`src/rtl/dat_tx_framer_pkg.sv`:
```
// Shared types and constants for the SD DAT write-path framer.
package dat_tx_framer_pkg;

   localparam int          BLOCK_SZ_WIDTH = 12;
   localparam int          NIB_CNT_WIDTH  = BLOCK_SZ_WIDTH + 1;
   localparam int          FRAMER_STATE_W = 8;
   localparam logic [15:0] CRC16_POLY     = 16'h1021;
   localparam logic [2:0]  STAT_TOKEN_OK  = 3'b010;

   typedef enum logic [FRAMER_STATE_W-1:0] {
      ST_IDLE      = 8'b0000_0001,
      ST_START     = 8'b0000_0010,
      ST_DATA      = 8'b0000_0100,
      ST_CRC       = 8'b0000_1000,
      ST_END       = 8'b0001_0000,
      ST_STAT_WAIT = 8'b0010_0000,
      ST_STAT      = 8'b0100_0000,
      ST_BUSY      = 8'b1000_0000
   } framer_state_t;

   function automatic logic [15:0] crc16_step(input logic [15:0] crc, input logic bit_in);
      logic fb;
      fb = crc[15] ^ bit_in;
      return {crc[14:0], 1'b0} ^ (fb ? CRC16_POLY : 16'h0000);
   endfunction

endpackage

```
`src/rtl/dat_tx_framer_crc16.sv`:
```
// Bit-serial CRC16-CCITT (init 0), one instance per DAT line.
module sd_crc16
   import dat_tx_framer_pkg::*;
(
   input  logic        sd_clk,
   input  logic        rst_L,
   input  logic        clr,
   input  logic        en,
   input  logic        bit_in,
   output logic [15:0] crc
);

   always_ff @(posedge sd_clk or negedge rst_L) begin
      if (!rst_L)
         crc <= '0;
      else if (clr)
         crc <= '0;
      else if (en)
         crc <= crc16_step(crc, bit_in);
   end

endmodule

```
`src/rtl/dat_tx_framer.sv`:
```
// Frames one write block onto DAT[3:0] (start, data, per-line CRC16, end)
// and collects the card's CRC-status token and busy release.
module dat_tx_framer
   import dat_tx_framer_pkg::*;
#(
   parameter int unsigned STAT_TIMEOUT = 8,
   parameter int unsigned BUSY_TIMEOUT = 65535
) (
   input  logic                      sd_clk,
   input  logic                      rst_L,
   input  logic                      start,
   input  logic [BLOCK_SZ_WIDTH-1:0] block_sz,
   input  logic [3:0]                nib_din,
   input  logic                      nib_valid,
   output logic                      nib_ready,
   input  logic [3:0]                DAT_din,
   output logic [3:0]                DAT_dout,
   output logic                      DAT_oe,
   output logic                      framer_busy,
   output logic                      blk_done,
   output logic                      crc_ok,
   output logic                      crc_err,
   output logic                      timeout_err,
   output logic                      underrun_err
);

   framer_state_t            state;
   logic [NIB_CNT_WIDTH-1:0] nib_left;
   logic [15:0]              cnt;
   logic [2:0]               token;
   logic                     status_good;
   logic [15:0]              crc_q [4];
   logic [3:0]               crc_msb;
   logic [3:0]               crc_sel;
   logic [3:0]               bit_idx;
   logic                     crc_clr;
   logic                     nib_take;
   logic                     last_nib;
   logic                     din_unused;

   always_comb begin
      nib_ready   = (state == ST_START) ||
                    ((state == ST_DATA) && (|nib_left[NIB_CNT_WIDTH-1:1]));
      framer_busy = (state != ST_IDLE);
      nib_take    = nib_valid && nib_ready;
      last_nib    = (nib_left == NIB_CNT_WIDTH'(1));
      crc_clr     = (state == ST_IDLE);
      bit_idx     = cnt[3:0] - 4'd1;
      din_unused  = ^DAT_din[3:1];
      for (int unsigned i = 0; i < 4; i++) begin
         crc_msb[i] = crc_q[i][15];
         crc_sel[i] = crc_q[i][bit_idx];
      end
   end

   for (genvar g = 0; g < 4; g++) begin : g_line
      sd_crc16 u_crc (
         .sd_clk (sd_clk),
         .rst_L  (rst_L),
         .clr    (crc_clr),
         .en     (nib_take),
         .bit_in (nib_din[g]),
         .crc    (crc_q[g])
      );
   end

   always_ff @(posedge sd_clk or negedge rst_L) begin
      if (!rst_L) begin
         state        <= ST_IDLE;
         nib_left     <= '0;
         cnt          <= '0;
         token        <= '0;
         status_good  <= 1'b0;
         DAT_dout     <= '1;
         DAT_oe       <= 1'b0;
         blk_done     <= 1'b0;
         crc_ok       <= 1'b0;
         crc_err      <= 1'b0;
         timeout_err  <= 1'b0;
         underrun_err <= 1'b0;
      end else begin
         blk_done     <= 1'b0;
         crc_ok       <= 1'b0;
         crc_err      <= 1'b0;
         timeout_err  <= 1'b0;
         underrun_err <= 1'b0;
         unique case (state)
            ST_IDLE: begin
               if (start && (block_sz != '0)) begin
                  nib_left <= {block_sz, 1'b0};
                  DAT_dout <= '0;
                  DAT_oe   <= 1'b1;
                  state    <= ST_START;
               end
            end
            ST_START, ST_DATA: begin
               // nib_left only counts down in DATA; its final value of 1 marks
               // the cycle that drives the last nibble without taking another.
               if ((state == ST_DATA) && last_nib) begin
                  DAT_dout <= crc_msb;
                  cnt      <= 16'd15;
                  state    <= ST_CRC;
               end else if (!nib_valid) begin
                  DAT_dout     <= '1;
                  DAT_oe       <= 1'b0;
                  blk_done     <= 1'b1;
                  underrun_err <= 1'b1;
                  state        <= ST_IDLE;
               end else begin
                  DAT_dout <= nib_din;
                  if (state == ST_DATA)
                     nib_left <= nib_left - 1'b1;
                  state <= ST_DATA;
               end
            end
            ST_CRC: begin
               // CRC registers hold still here; bits are picked MSB first by index.
               if (cnt != '0) begin
                  DAT_dout <= crc_sel;
                  cnt      <= cnt - 1'b1;
               end else begin
                  DAT_dout <= '1;
                  state    <= ST_END;
               end
            end
            ST_END: begin
               DAT_oe <= 1'b0;
               cnt    <= '0;
               state  <= ST_STAT_WAIT;
            end
            ST_STAT_WAIT: begin
               if (!DAT_din[0]) begin
                  cnt   <= '0;
                  state <= ST_STAT;
               end else if (cnt == 16'(STAT_TIMEOUT - 1)) begin
                  blk_done    <= 1'b1;
                  timeout_err <= 1'b1;
                  state       <= ST_IDLE;
               end else begin
                  cnt <= cnt + 1'b1;
               end
            end
            ST_STAT: begin
               if (cnt == 16'd3) begin
                  status_good <= (token == STAT_TOKEN_OK) && DAT_din[0];
                  cnt         <= '0;
                  state       <= ST_BUSY;
               end else begin
                  token <= {token[1:0], DAT_din[0]};
                  cnt   <= cnt + 1'b1;
               end
            end
            ST_BUSY: begin
               if (DAT_din[0]) begin
                  blk_done <= 1'b1;
                  crc_ok   <= status_good;
                  crc_err  <= !status_good;
                  state    <= ST_IDLE;
               end else if (cnt == 16'(BUSY_TIMEOUT)) begin
                  blk_done    <= 1'b1;
                  timeout_err <= 1'b1;
                  state       <= ST_IDLE;
               end else begin
                  cnt <= cnt + 1'b1;
               end
            end
            default: state <= ST_IDLE;
         endcase
      end
   end

endmodule

```
`config.mk`:
```
export PLATFORM = sky130hd
export DESIGN_NAME = dat_tx_framer
export DESIGN_NICKNAME = d
export VERILOG_FILES = /design/src/rtl/dat_tx_framer_pkg.sv /design/src/rtl/dat_tx_framer_crc16.sv /design/src/rtl/dat_tx_framer.sv
export SDC_FILE = /design/constraint.sdc
export NUM_CORES = 1
export LEC_CHECK = 0
export CAP_MARGIN = 20
export CORE_MARGIN = 2
export CORE_UTILIZATION = 30
export CTS_CLUSTER_SIZE = 20
export DETAILED_ROUTE_END_ITERATION = 12
export PLACE_DENSITY = 0.55
export SLEW_MARGIN = 25
export SYNTH_ARGS = -nofsm -noshare
export SYNTH_HDL_FRONTEND = slang
export SYNTH_SLANG_ARGS = --single-unit
```
`constraint.sdc`:
```
create_clock -name sd_clk -period 4 [get_ports sd_clk]
set_clock_uncertainty 0.15 [all_clocks]
set_input_delay 0.8 -clock sd_clk [delete_from_list [all_inputs] [get_ports sd_clk]]
set_output_delay 0.8 -clock sd_clk [all_outputs]
set_load 0.005 [all_outputs]
```
==> results of run 1 <==
## area by class of cell
cell class,instances,area [um^2],area share (%)
Clock buffer,20,456.7,5.891
Clock inverter,12,155.1,2.001
Inverter,9,33.78,0.4358
Multi-Input combinational cell,550,3422,44.14
Sequential cell,115,2884,37.20
Tap cell,280,350.3,4.519
Timing Repair Buffer,48,450.4,5.810
## cells in the final DEF (no fill, tap or decap), drive strengths merged, types with 4 or more instances in the layout
master	n
nand2	136
dfrtp	110
nand3	84
o21ai	54
a21oi	36
nor2	33
clkdlybuf4s50	31
clkbuf	20
mux4	17
buf	17
nor3	17
nor4	15
xor2	12
inv	10
nand4	9
xnor2	9
and2	7
o211ai	7
or4	7
o22ai	7
nand3b	6
a211oi	6
o31ai	6
clkinv	6
dfstp	5
nor4b	5
nor2b	5
nand2b	5
ha	5
and3	5
or3	5
a22o	4
mux2i	4
a22oi	4
o2bb2ai	4
a221oi	4
## power by group through the flow
| stage | Combinational (mW) | Sequential (mW) | Clock, mW |
|---|---|---|---|
| final | 1.04 | 1.51 | 1.59 |
| after global routing | 1.17 | 1.53 | 1.67 |
| after CTS | 1.05 | 1.50 | 1.62 |
| after detailed placement | 1.05 | 1.52 | 0 |
| after global placement | 1.05 | 1.52 | 0 |
| after floorplan | 0.777 | 1.46 | 0 |
## sequential cells by signal, summed over array words and instances, names as in the netlist
name,count
g_line.u_crc.crc,64
cnt,16
nib_left,13
state,8
DAT_dout,4
token,3
DAT_oe,1
blk_done,1
crc_err,1
crc_ok,1
status_good,1
timeout_err,1
underrun_err,1
## cell families after synthesis
group / synth area share, %
and+or+nand+nor: 26.60
AOI/OAI and AO/OA: 14.48
DFF: 43.67
buffers and inverters: 4.604
muxes: 6.916
xor gates and xnor gates: 2.785
adders and majority gates: 0.9473
## path summary, 6_finish.rpt
| kind | from | endpoint | cells past startpoint |
|---|---|---|---|
| max | nib_left[3]$_DFFE_PN0P_ | nib_ready | 5 |
| min | rst_L | crc_ok$_DFF_PN0_ | 1 |
| max reg2reg | state[6]$_DFFE_PN0P_ | nib_left[9]$_DFFE_PN0P_ | 6 |
| min reg2reg | status_good$_DFFE_PN0P_ | crc_err$_DFF_PN0_ | 1 |
| max in group asynchronous | rst_L | DAT_dout[3]$_DFFE_PN1P_ | 2 |
| min in group sd_clk | status_good$_DFFE_PN0P_ | crc_err$_DFF_PN0_ | 1 |
## worst max-delay path, delay by kind of cell, from the launching register on
kind	cells	cell delay, ps
AO/OA/AOI/OAI	1	380
buffers and inverters	1	470
flip-flops	1	440
AND/OR/NAND/NOR	3	870
## metal layers
layer	GRT usage, %	vias up	wire length [um]
li1	-	2672	-
met1	21.20	2697	8287
met2	22.80	85	7674
met3	3.413	16	634
met4	5.474	0	200
met5	0	-	0
==> run_results.csv, run 1 <==
group,metric,value,unit
logic_synthesis,synth_top_area_share,41.68,%
floorplanning,dieWidth,152.4,um
routing,firstDrtPassIters,4,
placed_design,placed_area,7141,um^2
critical_path,critical_path.startpoint_type,"flop",
critical_path,required,3050,ps
routing,avgRoutedWirePerCell,16.24,um
clock_tree,clkTransAtPathRegs,60,ps
critical_path,crit_chain,"nor4_2 -> nand4_1 -> a311o_1 -> and2_1 -> clkdlybuf4s50_1",
global_route,first_global_vias,5377,
cells_and_area,antennaDiodeCount,0,
routing,drtIter0Drc,434,
logic_synthesis,yosys_warnings,0,
clock_tree,clkLatencyLatePin,420,ps
timing,rsz0062_at_grt,"no",
placed_design,dp_hpwl,10640,um
pwr,sw_frac_of_total,34.24,%
timing,setup_viol,0,
worst_hold_path,holdCritPathClass,"primary input to async pin",
clock_tree,cts_made_buffers,17,
critical_path,crit_type,"flop to output port",
pwr,sequentialPowerShare,36.4,%
cells_and_area,fin_util,35.74,%
clock_tree,post_cts_resize_count,0,
logic_synthesis,yosys-top-cells-count,"136 x nand2_1, 110 x dfrtp_1, 84 x nand3_1",
critical_path,critPathCaptureType,"output port",
clock_tree,clock_sinks,115,
logic_synthesis,synth_ff_type,"dfrtp_1",
floorplanning,core_area,21690,um^2
logic_synthesis,syn_inst,731,
routing,ant_nets,0,
logic_synthesis,syn_nets,760,
floorplanning,initial_core_util,30.45,%
flow_run,maxCapViolations,0,
critical_path,critPathMaxFanout,7,
pwr,vdd_drop_max,0.2383,mV
global_route,grt_max_degree,77,
floorplanning,rows,54,
clock_tree,ctsHoldBuffers,0,
pwr,p_leak,3.366,nW
pwr,pwr-share-clk,38.4,%
status,status,"finished clean",
floorplanning,die_area,23220,um^2
logic_synthesis,synthTopCellsByArea,"dfrtp_1 42%, nand2_1 7.7%, nand3_1 6.4%",
critical_path,crit_path_max_incr_delay,470,ps
clock_tree,cts_setup_buffers,0,
placed_design,pre_cts_ws,897.8,ps
logic_synthesis,synth_edf_count,0,
timing,maxSlewViolCount,0,
global_route,grt_usage,15.08,%
floorplanning,die_h,152.4,um
cells_and_area,fill_cells,2224,
clock_tree,root_buffer,"clkbuf_16",
logic_synthesis,synth_most_common_cell,"nand2_1",
cells_and_area,fin_nets,770,
clock_tree,cts_buffer_depth,2,
logic_synthesis,syn_avg_cell_area,9.034,um^2
logic_synthesis,mappedNetlistArea,6604,um^2
logic_synthesis,async_flop_share,100.0,%
floorplanning,ioPinCount,36,
critical_path,reg2reg_slack,950,ps
timing,worst_pin_slew,852.5,ps
clock_tree,h-tree-depth,4,
cells_and_area,drive_gt1_share,12.33,%
logic_synthesis,ys_types,65,
routing,vias,5470,
pwr,internal-power,2.721,mW
pwr,totalPowerFinal,4.137,mW
global_route,grt_pass1_wl,28340,um
logic_synthesis,yosys_register_bits,115,
cells_and_area,stdcell_count,1034,
routing,post_drt_via_cell_ratio,5.290,
timing,min_period,3533,ps
timing,holdWs,238.2,ps
logic_synthesis,seq_area_frac_synth,43.67,%
pwr,cellPowerDensity,533.7,nW/um^2
timing,hold_viol_final,0,
critical_path,worstPathArrival,2580,ps
timing,finalSetupTns,0,ps
timing,fin_crit_sh,88.32,%
cells_and_area,design_area,7752,um^2
global_route,gr-total-overflow,0,
routing,drcViolationCount,0,
timing,setup_ws,467.0,ps
routing,wirelength,16800,um
placed_design,finalWeightedCongestion,0.7870,
critical_path,slowest_stage,"clkdlybuf4s50_1",
placed_design,dp_cells,1002,
pwr,switchingPower,1.417,mW
cells_and_area,syn2layout_area_growth,17.39,%
clock_tree,cts_tree,"yes",
pwr,combPwrFrac,25.2,%
timing,timing.slew.headroom,42.84,%
timing,fmax,283.0,MHz
logic_synthesis,synth_largest_area_cell,"dfrtp_1",
global_route,antenna_found_initial,0,
placed_design,portBuffers,32,
Note: power is estimated with default switching activity, not from simulation.
==> run 2: changes to the inputs <==
--- a/config.mk
+++ b/config.mk
@@ -6,6 +6,7 @@
 export NUM_CORES = 1
 export LEC_CHECK = 0
 export CAP_MARGIN = 20
+export CORE_ASPECT_RATIO = 2
 export CORE_MARGIN = 2
 export CORE_UTILIZATION = 30
 export CTS_CLUSTER_SIZE = 20
==> run_results.csv, run 2 (synthesized netlist as in run 1, its figures left out) <==
group,metric,value,unit
status,status,"finished clean",
pwr,combPwrFrac,24.7,%
cells_and_area,antennaDiodeCount,0,
clock_tree,ctsHoldBuffers,0,
routing,drcViolationCount,0,
pwr,vdd_drop_max,0.2855,mV
floorplanning,initial_core_util,30.59,%
timing,maxSlewViolCount,0,
floorplanning,ioPinCount,36,
clock_tree,cts_made_buffers,17,
clock_tree,clkTransAtPathRegs,60,ps
timing,fmax,277.5,MHz
routing,ant_nets,0,
timing,finalSetupTns,0,ps
pwr,cellPowerDensity,536.3,nW/um^2
timing,timing.slew.headroom,32.59,%
cells_and_area,largestRegisters,"g_line.u_crc.crc (64), cnt (16), nib_left (13)",
floorplanning,rows,76,
floorplanning,die_h,213.8,um
clock_tree,cts_setup_buffers,0,
cells_and_area,multi_input_area,3422,um^2
critical_path,crit_chain,"nor4_2 -> nand4_1 -> a311o_1 -> and2_1 -> clkdlybuf4s50_1",
critical_path,critical_path.startpoint_type,"flop",
cells_and_area,stdcell_count,1028,
critical_path,critPathCaptureType,"output port",
floorplanning,dieWidth,108.9,um
critical_path,critPathMaxFanout,7,
global_route,grt_pass1_wl,29270,um
pwr,p_leak,3.389,nW
cells_and_area,fin_nets,772,
critical_path,crit_type,"flop to output port",
clock_tree,cts_tree,"yes",
floorplanning,die_area,23290,um^2
timing,worst_pin_slew,1006,ps
timing,min_period,3603,ps
global_route,first_global_vias,5701,
critical_path,path_buf_inv,1,
clock_tree,clkLatencyLatePin,420,ps
timing,setup_ws,397.0,ps
critical_path,crit_path_max_incr_delay,480,ps
placed_design,finalWeightedCongestion,0.8130,
cells_and_area,drive_gt1_share,12.32,%
pwr,sequentialPowerShare,36.3,%
routing,avgRoutedWirePerCell,17.05,um
timing,fin_crit_sh,90.07,%
critical_path,worstPathArrival,2650,ps
timing,hold_viol_final,0,
cells_and_area,largest_reg_flops,64,
cells_and_area,syn2layout_area_growth,17.72,%
routing,vias,5505,
pwr,totalPowerFinal,4.169,mW
cells_and_area,top_register,"g_line.u_crc.crc",
routing,firstDrtPassIters,7,
placed_design,pre_cts_ws,783.1,ps
worst_hold_path,holdCritPathClass,"primary input to async pin",
critical_path,required,3050,ps
clock_tree,root_buffer,"clkbuf_16",
routing,wirelength,17530,um
placed_design,portBuffers,32,
cells_and_area,final_cell_mix,"136 x nand2_1, 110 x dfrtp_1, 83 x nand3_1",
timing,setup_viol,0,
routing,post_drt_via_cell_ratio,5.355,
flow_run,maxCapViolations,0,
timing,rsz0062_at_grt,"no",
global_route,grt_usage,16.27,%
clock_tree,h-tree-depth,4,
clock_tree,post_cts_resize_count,0,
clock_tree,cts_buffer_depth,2,
routing,drtIter0Drc,206,
placed_design,dp_cells,997,
global_route,gr-total-overflow,0,
pwr,sw_frac_of_total,33.15,%
critical_path,cp_top_family,"simple AND/OR/NAND/NOR gates",
cells_and_area,fill_cells,2156,
floorplanning,core_area,21590,um^2
global_route,antenna_found_initial,0,
pwr,switchingPower,1.382,mW
global_route,grt_max_degree,77,
critical_path,slowest_stage,"nor4_2",
cells_and_area,ff_latch_area,2884,um^2
pwr,internal-power,2.787,mW
cells_and_area,final_common_cell,"nand2_1",
placed_design,dp_hpwl,11950,um
pwr,pwr-share-clk,39.0,%
clock_tree,clock_sinks,115,
==> run 2: routing by layer <==
metal	track usage, %	share of wire (%)	vias up	wire length (um)
met4	8.134	3.2	0	568
met3	3.982	2.8	39	491
li1	-	-	2668	-
met5	0	0	-	0
met1	17.04	39	2716	6796
met2	29.58	55	82	9673
==> run 2: final cells by class <==
class / count / area share (%)
Multi-Input combinational cell: 550 / 44.02
Sequential cell: 115 / 37.10
Clock buffer: 22 / 6.100
Timing Repair Buffer: 50 / 5.987
Tap cell: 273 / 4.394
Clock inverter: 9 / 1.964
Inverter: 9 / 0.4346
==> run 2: worst reg2reg max path, stage by stage (launching register included) <==
cell,delay (ps)
dfrtp_1,470
nor4_2,540
and2_1,410
o22ai_2,150
nor3_2,820
o21ai_0,220
o2bb2ai_1,180
==> run 2: worst paths after layout <==
kind / startpoint / end / slack [ps] / cells past startpoint
worst max-delay path: nib_left[3]$_DFFE_PN0P_ / nib_ready / 400 / 5
worst min-delay path: rst_L / g_line[3].u_crc.crc[14]$_DFFE_PN0P_ / 230 / 1
worst max register to register: state[6]$_DFFE_PN0P_ / nib_left[8]$_DFFE_PN0P_ / 950 / 6
worst min register to register: status_good$_DFFE_PN0P_ / crc_err$_DFF_PN0_ / 320 / 1
max in group asynchronous: rst_L / state[0]$_DFFE_PN1P_ / 2630 / 2
min in group sd_clk: status_good$_DFFE_PN0P_ / crc_err$_DFF_PN0_ / 320 / 1
==> run 2: power groups by stage <==
| stage | combinational (mW) | clock (mW) | sequential [mW] |
|---|---|---|---|
| 2_1_floorplan | 0.777 | 0 | 1.46 |
| 3_3_place_gp | 1.03 | 0 | 1.52 |
| 3_5_place_dp | 1.05 | 0 | 1.53 |
| 4_1_cts | 1.05 | 1.66 | 1.51 |
| 5_1_grt | 1.16 | 1.71 | 1.54 |
| 6_report | 1.03 | 1.63 | 1.51 |
==> run 2: metrics by stage <==
| step | utilization [%] | instance area (um^2) | hold slack (ps) |
|---|---|---|---|
| after floorplan | - | 6604 | 274.7 |
| after global placement | 33.11 | 7147 | 315.4 |
| after detailed placement | 33.11 | 7147 | 318.3 |
| after CTS | 36.01 | 7774 | 249.5 |
| after global routing | 36.01 | 7774 | 278.5 |
| final | 36.01 | 7774 | 231.6 |
